**src/rtl/blob_bbox_extractor.sv**
```systemverilog
// Accumulates matched-pixel count, coordinate sums and extents per frame; divides out the centroid at frame end.
// Results appear 34 cycles after frame_end_in. The input is never stalled: a frame ending while a divide is busy is dropped.
module blob_bbox_extractor #(
    parameter int MIN_PIXELS = 16,
    parameter int COUNT_W    = 22,
    parameter int SUMX_W     = 33,
    parameter int SUMY_W     = 32
) (
    input  logic               clk_in,
    input  logic               rst_in,
    input  logic [10:0]        hcount_in,
    input  logic [9:0]         vcount_in,
    input  logic               valid_in,
    input  logic               mask_in,
    input  logic               frame_end_in,
    output logic [10:0]        x_out,
    output logic [9:0]         y_out,
    output logic [11:0]        xmin_out,
    output logic [10:0]        ymin_out,
    output logic [11:0]        xmax_out,
    output logic [10:0]        ymax_out,
    output logic [COUNT_W-1:0] count_out,
    output logic               found_out,
    output logic               valid_out,
    output logic               dropped_out
);

    // Both dividers share the x dividend width, so the y divide is padded to the same length.
    localparam int QW     = SUMX_W;
    localparam int ITER_W = $clog2(QW + 1);
    localparam logic [ITER_W-1:0]  LAST_ITER = ITER_W'(QW - 1);
    localparam logic [COUNT_W-1:0] MIN_CNT   = COUNT_W'(MIN_PIXELS);

    typedef enum logic [1:0] {
        ACCUM,
        DIVIDE,
        DONE
    } state_t;

    state_t state;

    logic [COUNT_W-1:0] acc_count;
    logic [SUMX_W-1:0]  acc_sum_x;
    logic [SUMY_W-1:0]  acc_sum_y;
    logic [10:0]        acc_xmin;
    logic [10:0]        acc_xmax;
    logic [9:0]         acc_ymin;
    logic [9:0]         acc_ymax;

    logic               pix;
    logic [COUNT_W-1:0] count_nxt;
    logic [SUMX_W-1:0]  sum_x_nxt;
    logic [SUMY_W-1:0]  sum_y_nxt;
    logic [10:0]        xmin_nxt;
    logic [10:0]        xmax_nxt;
    logic [9:0]         ymin_nxt;
    logic [9:0]         ymax_nxt;

    logic [COUNT_W-1:0] sh_count;
    logic [10:0]        sh_xmin;
    logic [10:0]        sh_xmax;
    logic [9:0]         sh_ymin;
    logic [9:0]         sh_ymax;

    logic [COUNT_W-1:0] rem_x;
    logic [COUNT_W-1:0] rem_y;
    logic [QW-1:0]      quo_x;
    logic [QW-1:0]      quo_y;
    logic [ITER_W-1:0]  iter;

    logic [COUNT_W+QW-1:0] step_x;
    logic [COUNT_W+QW-1:0] step_y;

    // One restoring-division step: returns {remainder, quotient/dividend shift register}.
    function automatic logic [COUNT_W+QW-1:0] div_step(
        input logic [COUNT_W-1:0] rem,
        input logic [QW-1:0]      quo,
        input logic [COUNT_W-1:0] dvs
    );
        logic [COUNT_W:0] trial;
        logic [COUNT_W:0] diff;
        trial = {rem, quo[QW-1]};
        diff  = trial - {1'b0, dvs};
        if (trial >= {1'b0, dvs}) begin
            div_step = {diff[COUNT_W-1:0], quo[QW-2:0], 1'b1};
        end else begin
            div_step = {trial[COUNT_W-1:0], quo[QW-2:0], 1'b0};
        end
    endfunction

    // Totals including this cycle's pixel, so a pixel coincident with frame_end_in lands in the snapshot.
    always_comb begin
        pix       = valid_in && mask_in;
        count_nxt = acc_count;
        sum_x_nxt = acc_sum_x;
        sum_y_nxt = acc_sum_y;
        xmin_nxt  = acc_xmin;
        xmax_nxt  = acc_xmax;
        ymin_nxt  = acc_ymin;
        ymax_nxt  = acc_ymax;
        if (pix) begin
            count_nxt = acc_count + COUNT_W'(1);
            sum_x_nxt = acc_sum_x + SUMX_W'(hcount_in);
            sum_y_nxt = acc_sum_y + SUMY_W'(vcount_in);
            if (hcount_in < acc_xmin) xmin_nxt = hcount_in;
            if (hcount_in > acc_xmax) xmax_nxt = hcount_in;
            if (vcount_in < acc_ymin) ymin_nxt = vcount_in;
            if (vcount_in > acc_ymax) ymax_nxt = vcount_in;
        end
    end

    always_ff @(posedge clk_in) begin
        if (rst_in || frame_end_in) begin
            acc_count <= '0;
            acc_sum_x <= '0;
            acc_sum_y <= '0;
            acc_xmin  <= 11'd2047;
            acc_xmax  <= '0;
            acc_ymin  <= 10'd1023;
            acc_ymax  <= '0;
        end else begin
            acc_count <= count_nxt;
            acc_sum_x <= sum_x_nxt;
            acc_sum_y <= sum_y_nxt;
            acc_xmin  <= xmin_nxt;
            acc_xmax  <= xmax_nxt;
            acc_ymin  <= ymin_nxt;
            acc_ymax  <= ymax_nxt;
        end
    end

    assign step_x = div_step(rem_x, quo_x, sh_count);
    assign step_y = div_step(rem_y, quo_y, sh_count);

    always_ff @(posedge clk_in) begin
        if (rst_in) begin
            state       <= ACCUM;
            sh_count    <= '0;
            sh_xmin     <= '0;
            sh_xmax     <= '0;
            sh_ymin     <= '0;
            sh_ymax     <= '0;
            rem_x       <= '0;
            rem_y       <= '0;
            quo_x       <= '0;
            quo_y       <= '0;
            iter        <= '0;
            x_out       <= '0;
            y_out       <= '0;
            xmin_out    <= '0;
            ymin_out    <= '0;
            xmax_out    <= '0;
            ymax_out    <= '0;
            count_out   <= '0;
            found_out   <= 1'b0;
            valid_out   <= 1'b0;
            dropped_out <= 1'b0;
        end else begin
            valid_out   <= 1'b0;
            dropped_out <= frame_end_in && (state != ACCUM);
            case (state)
                ACCUM: begin
                    if (frame_end_in) begin
                        sh_count <= count_nxt;
                        sh_xmin  <= xmin_nxt;
                        sh_xmax  <= xmax_nxt;
                        sh_ymin  <= ymin_nxt;
                        sh_ymax  <= ymax_nxt;
                        quo_x    <= QW'(sum_x_nxt);
                        quo_y    <= QW'(sum_y_nxt);
                        rem_x    <= '0;
                        rem_y    <= '0;
                        iter     <= '0;
                        state    <= DIVIDE;
                    end
                end
                DIVIDE: begin
                    rem_x <= step_x[COUNT_W+QW-1:QW];
                    quo_x <= step_x[QW-1:0];
                    rem_y <= step_y[COUNT_W+QW-1:QW];
                    quo_y <= step_y[QW-1:0];
                    iter  <= iter + ITER_W'(1);
                    // The final step's quotient goes straight to the outputs so valid_out lines up with DONE.
                    if (iter == LAST_ITER) begin
                        state     <= DONE;
                        valid_out <= 1'b1;
                        if (sh_count == '0) begin
                            x_out     <= '0;
                            y_out     <= '0;
                            xmin_out  <= '0;
                            ymin_out  <= '0;
                            xmax_out  <= '0;
                            ymax_out  <= '0;
                            count_out <= '0;
                            found_out <= 1'b0;
                        end else begin
                            x_out     <= step_x[10:0];
                            y_out     <= step_y[9:0];
                            xmin_out  <= {1'b0, sh_xmin};
                            ymin_out  <= {1'b0, sh_ymin};
                            xmax_out  <= {1'b0, sh_xmax};
                            ymax_out  <= {1'b0, sh_ymax};
                            count_out <= sh_count;
                            found_out <= (sh_count >= MIN_CNT);
                        end
                    end
                end
                DONE: begin
                    state <= ACCUM;
                end
                default: begin
                    state <= ACCUM;
                end
            endcase
        end
    end

endmodule

```
**config.mk**
```make
export PLATFORM = sky130hd
export DESIGN_NAME = blob_bbox_extractor
export DESIGN_NICKNAME = d
export VERILOG_FILES = /design/src/rtl/blob_bbox_extractor.sv
export SDC_FILE = /design/constraint.sdc
export NUM_CORES = 1
export LEC_CHECK = 0
export ABC_AREA = 1
export ABC_CLOCK_PERIOD_IN_PS = 3100
export BUFFER_PORTS_ARGS = -buffer_cell sky130_fd_sc_hd__buf_2
export CAP_MARGIN = 20
export CORE_MARGIN = 10
export CORE_UTILIZATION = 45
export DETAILED_ROUTE_END_ITERATION = 10
export GPL_TIMING_DRIVEN = 0
export PLACE_DENSITY_LB_ADDON = 0.25
export RECOVER_POWER = 25
export SYNTH_ARGS = -nofsm -noshare
export SYNTH_HDL_FRONTEND = slang
export SYNTH_SLANG_ARGS = --single-unit
```
**constraint.sdc**
```tcl
create_clock -name clk_in -period 3.1 [get_ports clk_in]
set_clock_uncertainty 0.05 [all_clocks]
set_input_delay 0.775 -clock clk_in [delete_from_list [all_inputs] [get_ports clk_in]]
set_output_delay 0.775 -clock clk_in [all_outputs]
set_load 0.01 [all_outputs]
```
==> flow_summary.ini, run 1 <==
[power_and_ir_drop]
intPower_uw = 10900
seqPwrFrac = 0.318
pwr_density_cell_nw_per_um2 = 714
swShare = 0.385
p_total_uw = 17700
switchingPower_uw = 6790
power.leakage_uw = 0.0109
peakVddDrop_mv = 0.601
pwr-share-clk = 0.304
combPwrFrac = 0.378

[clocking]
ctsResizeCount = 0
cts_buffers = 45
cts.sinks = 399
cts_root_buf = clkbuf_16
clock_path_buffers = 3
post_cts_buffers = 0
cts_tree = yes
htree_levels = 2
clkTransAtPathRegs_ns = 0.06
clock_latency_ns = 0.59
cts.hold.buffers_added = 0

[grt]
grt_pass1_vias = 20272
grt_use_total = 0.245
grt_max_degree = 13
antenna_found_initial = 1
grt_overflow_total = 0
grt_pass1_wl_microns = 113000

[cells_and_area]
num_antenna_cells = 0
stdcell_area_sq_um = 24800
drive_above_1_share = 0.0517
fin_nets = 3607
fin_cells = 4122
area_delta_synth_final_pct = 12.3

[sta]
drv_slew = 0
rsz0062_at_grt = no
fin_ws_ns = 0.262
fmax_mhz = 352
worst_slew_pin_slew_ns = 1.11
max_slew_margin = 0.259
hold_viol = 0
fin_crit_ns = 2.84
post-route-period-util = 0.916
setup_violations = 0

[status]
outcome = complete, no violations

[yosys]
synthesis.area_sq_um = 22000
synth_most_common_cell = nand2_1
synth-edff-count = 0
synthCells = 3307
ys_top_cells_by_area = dfxtp_1 36%, nand2_1 17%, a21oi_1 7.0%
ys_seq_area_frac = 0.362
synth-async-reset-ratio = 0
yosys-top-cells-count = 1001 x nand2_1, 399 x dfxtp_1, 393 x inv_1, 309 x a21oi_1, 281 x nand3_1
yosys.area.top_type = dfxtp_1
yosys.cell_types.count = 45
yosys.area.top_type_share = 0.362
synth-seq-cells = 399
ys.flop_type = dfxtp_1
avgSynthCellArea_sq_um = 6.67
yosys_warnings = 0

[floorplanning]
coreArea_sq_um = 48600
io_pins = 118
dieHeight_microns = 241
die_x_microns = 241
start_util = 0.453
num_rows = 81
die_area_sq_um = 58300

[place]
hpwl_microns = 55000
dpl.cell_count = 4044
gp_congestion = 0.957
port_buffers = 112
place_ws_ns = -0.161
place_area_sq_um = 23400

[critical_path]
critPathKind = flip-flop to flip-flop
worstPathMaxFanout = 10
endpoint_kind = flip-flop
critPathArrivalTime_ns = 3.20
startpoint_type = flip-flop
worstPathRequired_ns = 3.47

[route]
drt-pass1-iter-count = 6
drtAntennaViolNets = 0
wirelength_microns = 72400
avgViaCountPerCell = 5.31
drt_iter0_drc = 2149
vias = 21906
routedWlPerCell_microns = 17.6
drc = 0

[worst_hold_path]
hold_path.class = flip-flop to flip-flop

[run]
drv_cap = 0
==> cell families (layout without fill, tap and decap cells) <==
group / count (synthesis) / after routing / share of synthesized area
AND/OR/NAND/NOR: 1717 / 1717 / 0.331
buffers and inverters: 545 / 735 / 0.0975
AO/OA/AOI/OAI: 474 / 474 / 0.120
flip-flops: 399 / 399 / 0.362
adder cells (fa/ha/maj): 112 / 112 / 0.0649
XOR/XNOR: 54 / 54 / 0.0214
multiplexers: 5 / 5 / 0.00227
other: 1 / 4 / 0.000170
==> sequential cells by signal (all words and copies together) (netlist names), 22 cells and up <==
name	cells
acc_sum_y	32
quo_y	33
sh_count	22
acc_count	22
rem_y	22
count_out	22
quo_x	33
rem_x	22
acc_sum_x	33
==> final timing paths <==
check | start | to | slack [ns] | cells after the start
worst max-delay path | state[0]$_SDFFE_PP0P_ | x_out[8]$_SDFFE_PP0P_ | 0.26 | 9
worst min-delay path | count_out[7]$_SDFFE_PP0P_ | count_out[7]$_SDFFE_PP0P_ | 0.41 | 2
worst max register to register | state[0]$_SDFFE_PP0P_ | x_out[8]$_SDFFE_PP0P_ | 0.26 | 9
worst min register to register | count_out[7]$_SDFFE_PP0P_ | count_out[7]$_SDFFE_PP0P_ | 0.41 | 2
==> metrics by stage <==
stage | util | hold slack (ns) | setup TNS (ns)
2_1_floorplan | - | 0.389 | 0
3_3_place_gp | 0.481 | 0.397 | -2.14
3_5_place_dp | 0.481 | 0.400 | -2.41
4_1_cts | 0.511 | 0.409 | 0
5_1_grt | 0.509 | 0.429 | 0
6_report | 0.509 | 0.410 | 0
==> cells in the final DEF, fill, tap and decap left out, types with 8 or more instances in the layout <==
cell type	n
o21ai_0	52
o21a_1	10
nand4_1	51
buf_1	15
xnor2_1	39
inv_2	8
a31oi_1	9
a21oi_1	309
clkbuf_1	180
inv_1	394
buf_2	59
a22oi_1	54
clkbuf_8	10
dfxtp_1	399
nand3_1	281
xor2_1	15
nand3b_1	49
nand2_1	1001
nor2_1	252
or2_2	14
nand2_2	11
o211ai_1	20
ha_1	108
nor3_1	32
nor4_1	9
clkbuf_16	46
==> area by class of cell <==
class | instances | area [sq um]
inverters | 402 | 1510
fillers | 5052 | 23900
multi-input cells | 2366 | 11900
clock buffers | 66 | 1330
repair buffers | 112 | 450
flip-flops and latches | 399 | 7990
clock inverters | 12 | 150
well taps | 622 | 778
plain buffers | 143 | 637
==> per-layer routing <==
metal  GRT usage  wire (microns)  vias up
met1       0.328           33200    10097
met5           0              11        -
li1            -               -    11011
met2       0.407           33100      700
met3      0.0295            4450       96
met4      0.0676            1630        2
==> worst max-delay path: stages, from the launching register on <==
cell	delay [ns]
dfxtp_1	0.33
inv_1	0.04
nor2_1	0.63
inv_2	0.20
nor2_4	0.32
inv_1	0.19
buf_2	0.26
clkbuf_1	0.40
nand2_1	0.16
a21oi_1	0.08
==> power by group through the flow <==
stage | sequential (uW) | clock (uW) | combinational (uW)
after floorplan | 5650 | 0 | 5030
after global placement | 5720 | 0 | 6510
after detailed placement | 5720 | 0 | 6540
after CTS | 5610 | 5440 | 6570
after global routing | 5650 | 5640 | 7490
final | 5620 | 5370 | 6680
Note: power is estimated with default switching activity, not from simulation.
==> inputs of run 2 (changes only) <==
Settings changed: CORE_UTILIZATION 45 to 35.
==> run 2 against run 1 <==
Against the previous run:
- cell area increased by 2.0%
- worst hold slack improved by 0.0015 ns
- global-route usage decreased by 4.4 points
- critical path depth unchanged
- register-to-register slack improved by 0.08 ns
- sequential cell count unchanged
- first-iteration DRC count decreased by 15%
- count of clock-buffer cells in the layout decreased by 4
- final cell count increased by 5.3%
- critical path type is now input port to flip-flop
==> flow_summary.ini, run 2 (same netlist as run 1, synthesis figures left out) <==
[floorplanning]
die_x_microns = 271
start_util = 0.355
io_pins = 118
coreArea_sq_um = 62100
die_area_sq_um = 73400
dieHeight_microns = 271
num_rows = 91

[sta]
drv_slew = 0
fin_crit_ns = 2.84
fmax_mhz = 352
setup_violations = 0
tns_ns = 0
worst_slew_pin_slew_ns = 1.13
max_slew_margin = 0.248
post-route-period-util = 0.917
rsz0062_at_grt = no
hold_viol = 0

[clocking]
clock_path_buffers = 3
htree_levels = 2
post_cts_buffers = 0
clock_latency_ns = 0.60
cts_root_buf = clkbuf_16
clkTransAtPathRegs_ns = 0.06
cts_tree = yes
cts_buffers = 46
cts.sinks = 399
cts.hold.buffers_added = 0
ctsResizeCount = 0

[cells_and_area]
n_fill_cell = 6695
area_delta_synth_final_pct = 14.5
fin_nets = 3608
mostFrequentLayoutCell = nand2_1
final_cell_mix = 1001 x nand2_1, 399 x dfxtp_1, 394 x inv_1
largest_registers = acc_sum_x: 33 flops, quo_x: 33 flops, quo_y: 33 flops
drive_above_1_share = 0.0540
fin_cells = 4340
stdcell_area_sq_um = 25300
num_antenna_cells = 0

[critical_path]
cp.depth = 9
rr_startpoint = sh_count[2]$_SDFFE_PP0P_
r2r_slack_ns = 0.34
cp_top_family = buffers and inverters
critPathMaxStageDelay_ns = 0.69
endpoint_kind = flip-flop
worst-path-buf-inv = 4
worstPathMaxFanout = 10
critPathArrivalTime_ns = 3.30
path_cells = buf_2 > nand2_1 > inv_2 > clkbuf_1 > clkbuf_1 > nand2_1 > nand2_1 > nand2_1 > a21oi_1
critPathKind = input port to flip-flop
r2r-end = rem_y[19]$_SDFFE_PP0P_
startpoint_type = input port
slowest_stage = clkbuf_1
crit_path_frequent_cell = nand2_1
worstPathRequired_ns = 3.55
r2r_cells = 16

[power_and_ir_drop]
pwr_density_cell_nw_per_um2 = 734
power.leakage_uw = 0.0110
peakVddDrop_mv = 0.490

[worst_hold_path]
hold_path_depth = 2
hold_path.class = flip-flop to flip-flop
hold_start = count_out[9]$_SDFFE_PP0P_
holdPathEnd = count_out[9]$_SDFFE_PP0P_

[grt]
antenna_found_initial = 1
grt_pass1_wl_microns = 117000
grt_use_total = 0.201
grt_max_degree = 14
grt_overflow_total = 0
grt_pass1_vias = 20164

[route]
drc = 0
wirelength_microns = 76000
vias = 21785
routedWlPerCell_microns = 17.5
avgViaCountPerCell = 5.02
drt_iter0_drc = 1824
drtAntennaViolNets = 0
drt-pass1-iter-count = 6

[place]
gp_congestion = 0.946
port_buffers = 112
place_area_sq_um = 23700
hpwl_microns = 58100
dpl.cell_count = 4259

[status]
outcome = complete, no violations

[run]
drv_cap = 0
run 2: cell count changes in the layout (fill, tap and decap cells not counted), sizes merged:
cell	change
clkinv	-2
bufinv	+9
clkbuf	-4
run 2: worst min-delay path, cell delays in order (launching register included):
cell and delay [ns]:
dfxtp_1 0.31, nand2_1 0.06, a21oi_1 0.05
run 2: worst max-delay path by stage:
stage	startpoint	end	slack (ns)
after floorplan	hcount_in[0]	quo_x[30]$_SDFFE_PP0P_	0.65
final	mask_in	quo_y[22]$_SDFFE_PP0P_	0.26
after detailed placement	mask_in	quo_x[21]$_SDFFE_PP0P_	-0.26
after global placement	mask_in	quo_y[22]$_SDFFE_PP0P_	-0.24
after global routing	mask_in	quo_y[22]$_SDFFE_PP0P_	0.15
after CTS	mask_in	quo_y[22]$_SDFFE_PP0P_	0.34
run 2: cell type report:
class / instances / area (sq um) / share of cell area
sequential: 399 / 7990 / 0.316
buffer: 143 / 638 / 0.0253
clock inverter: 19 / 399 / 0.0158
tap: 837 / 1050 / 0.0415
timing repair buffer: 112 / 449 / 0.0178
multi-input combinational: 2366 / 11900 / 0.472
inverter: 402 / 1510 / 0.0597
clock buffer: 62 / 1300 / 0.0515
run 2: power breakdown:
| group | total [uW] | leakage, uW | internal (uW) | switching [uW] |
|---|---|---|---|---|
| clock | 6180 | 0.000832 | 3860 | 2320 |
| sequential | 5630 | 0.00324 | 5410 | 223 |
| combinational | 6740 | 0.00697 | 2330 | 4420 |
| total | 18500 | 0.0110 | 11600 | 6960 |
run 2: per-layer routing:
layer / vias to the layer above / wire length (microns) / share of wire / track usage
met3: 133 / 5190 / 0.068 / 0.0308
met5: - / 0 / 0 / 0
met2: 642 / 32200 / 0.42 / 0.305
met1: 9986 / 36000 / 0.47 / 0.280
li1: 11024 / - / - / -
met4: 0 / 2670 / 0.035 / 0.0772
run 2: stage by stage:
stage	total power, uW	hold slack [ns]	utilization	setup WS (ns)
after floorplan	10700	0.389	-	0.647
after CTS	18500	0.410	0.409	0.341
after global placement	12400	0.399	0.381	-0.236
after global routing	19700	0.427	0.407	0.148
after detailed placement	12300	0.400	0.381	-0.264
final	18500	0.411	0.407	0.258
==> inputs of run 3 (changes only) <==
Settings changed: CORE_ASPECT_RATIO from default to 1.1.
==> run 3 against run 2 <==
Against the previous run:
- sequential power about the same
- wire length about the same
- total power decreased by 3.3%
- non-clock buffer count unchanged
- setup slack got worse by 0.057 ns
- register-to-register slack got worse by 0.03 ns
- critical path depth unchanged
- final cell count unchanged
- via count about the same
- largest cell class unchanged
==> flow_summary.ini, run 3 (same netlist as run 1, synthesis figures left out) <==
[status]
outcome = complete, no violations

[sta]
rsz0062_at_grt = no
fin_crit_ns = 2.90
fmax_mhz = 345
hold_ws_ns = 0.411
max_slew_margin = 0.256
hold_viol = 0
post-route-period-util = 0.935
worst_slew_pin_slew_ns = 1.11
setup_violations = 0
tns_ns = 0
drv_slew = 0

[power_and_ir_drop]
peakVddDrop_mv = 0.537
pwr_density_cell_nw_per_um2 = 714
p_total_uw = 17900
power.leakage_uw = 0.0110

[clocking]
cts_buffers = 46
cts_tree = yes
cts.hold.buffers_added = 0
post_cts_buffers = 0
cts.sinks = 399
clock_latency_ns = 0.61
cts_root_buf = clkbuf_16
clkTransAtPathRegs_ns = 0.06
clock_path_buffers = 3
ctsResizeCount = 0
htree_levels = 2

[critical_path]
critPathMaxStageDelay_ns = 0.83
worstPathMaxFanout = 10
slowest_stage = clkbuf_1
critPathKind = input port to flip-flop
path_cells = buf_2 > nand2_1 > clkbuf_1 > buf_2 > buf_2 > nand2_1 > nand3_1 > nand2_1 > inv_1
cp_top_family = buffers and inverters
worstPathRequired_ns = 3.60
startpoint_type = input port
worst-path-buf-inv = 5
critPathArrivalTime_ns = 3.40
endpoint_kind = flip-flop

[cells_and_area]
n_fill_cell = 6752
area_delta_synth_final_pct = 13.8
mostFrequentLayoutCell = nand2_1
largest_registers = acc_sum_x: 33 flops, quo_x: 33 flops, quo_y: 33 flops
final_util = 0.403
final_cell_mix = 1001 x nand2_1, 399 x dfxtp_1, 393 x inv_1
fin_nets = 3608
drive_above_1_share = 0.0533
fin_cells = 4340

[floorplanning]
dieHeight_microns = 283
die_area_sq_um = 73500
coreArea_sq_um = 62300
num_rows = 96
start_util = 0.354
io_pins = 118
die_x_microns = 259

[grt]
grt_pass1_wl_microns = 118000
antenna_found_initial = 0
grt_use_total = 0.202
grt_pass1_vias = 20569
grt_max_degree = 14
grt_overflow_total = 0

[place]
gp_congestion = 0.932
dpl.cell_count = 4255
port_buffers = 112
hpwl_microns = 58400

[route]
wirelength_microns = 76000
drt-pass1-iter-count = 6
avgViaCountPerCell = 5.01
drt_iter0_drc = 1741
drtAntennaViolNets = 0
vias = 21764
drc = 0
routedWlPerCell_microns = 17.5

[worst_hold_path]
hold_path.class = flip-flop to flip-flop

[run]
drv_cap = 0
## run 3: routing by layer
metal / up-vias / share of wire / track usage / routed length [microns]
li1: 11032 / - / - / -
met1: 10098 / 0.45 / 0.262 / 34200
met2: 509 / 0.46 / 0.337 / 35200
met3: 125 / 0.052 / 0.0239 / 3920
met4: 0 / 0.035 / 0.0752 / 2650
met5: - / 0 / 0 / 0
## run 3: layout make-up
cell class,instances,area (sq um),share of cell area
clock buffers,73,1410,0.0563
diodes,1,2.50,0.0000997
plain buffers,143,637,0.0254
inverters,402,1510,0.0601
flip-flops and latches,399,7990,0.318
repair buffers,112,449,0.0179
well taps,833,1040,0.0415
multi-input cells,2366,11900,0.475
clock inverters,11,139,0.00553
## run 3: worst paths after layout
kind | endpoint | startpoint | cells past startpoint | slack, ns
setup / recovery | sh_count[19]$_SDFFE_PP0P_ | valid_in | 9 | 0.20
setup reg to reg | rem_y[19]$_SDFFE_PP0P_ | sh_count[5]$_SDFFE_PP0P_ | 14 | 0.31
hold / removal | ymax_out[1]$_SDFFE_PP0P_ | sh_ymax[1]$_SDFFE_PP0P_ | 2 | 0.41
hold reg to reg | ymax_out[1]$_SDFFE_PP0P_ | sh_ymax[1]$_SDFFE_PP0P_ | 2 | 0.41
## run 3: worst register-to-register path, cell delays in order, from the launching register on
cell	delay, ns
dfxtp_1	0.55
inv_1	0.20
ha_1	0.40
nand2_1	0.12
nor2_1	0.16
nand2_1	0.07
nand2_1	0.16
nand2_1	0.10
nand2_1	0.11
nand2_1	0.11
nand2_2	0.14
buf_4	0.20
nand3_1	0.14
nand2_1	0.09
a21oi_1	0.06
## run 3: report_power, final
part / total [uW] / switching, uW / internal (uW) / leakage, uW
clock network: 5590 / 2360 / 3230 / 0.000757
logic: 6710 / 4380 / 2330 / 0.00697
registers: 5630 / 224 / 5410 / 0.00324
## run 3: through the flow
| step | setup slack [ns] | area [sq um] |
|---|---|---|
| 6_report | 0.201 | 25100 |
| 5_1_grt | 0.128 | 25100 |
| 4_1_cts | 0.336 | 25200 |
| 3_5_place_dp | -0.264 | 23700 |
| 3_3_place_gp | -0.316 | 23700 |
| 2_1_floorplan | 0.647 | 22100 |
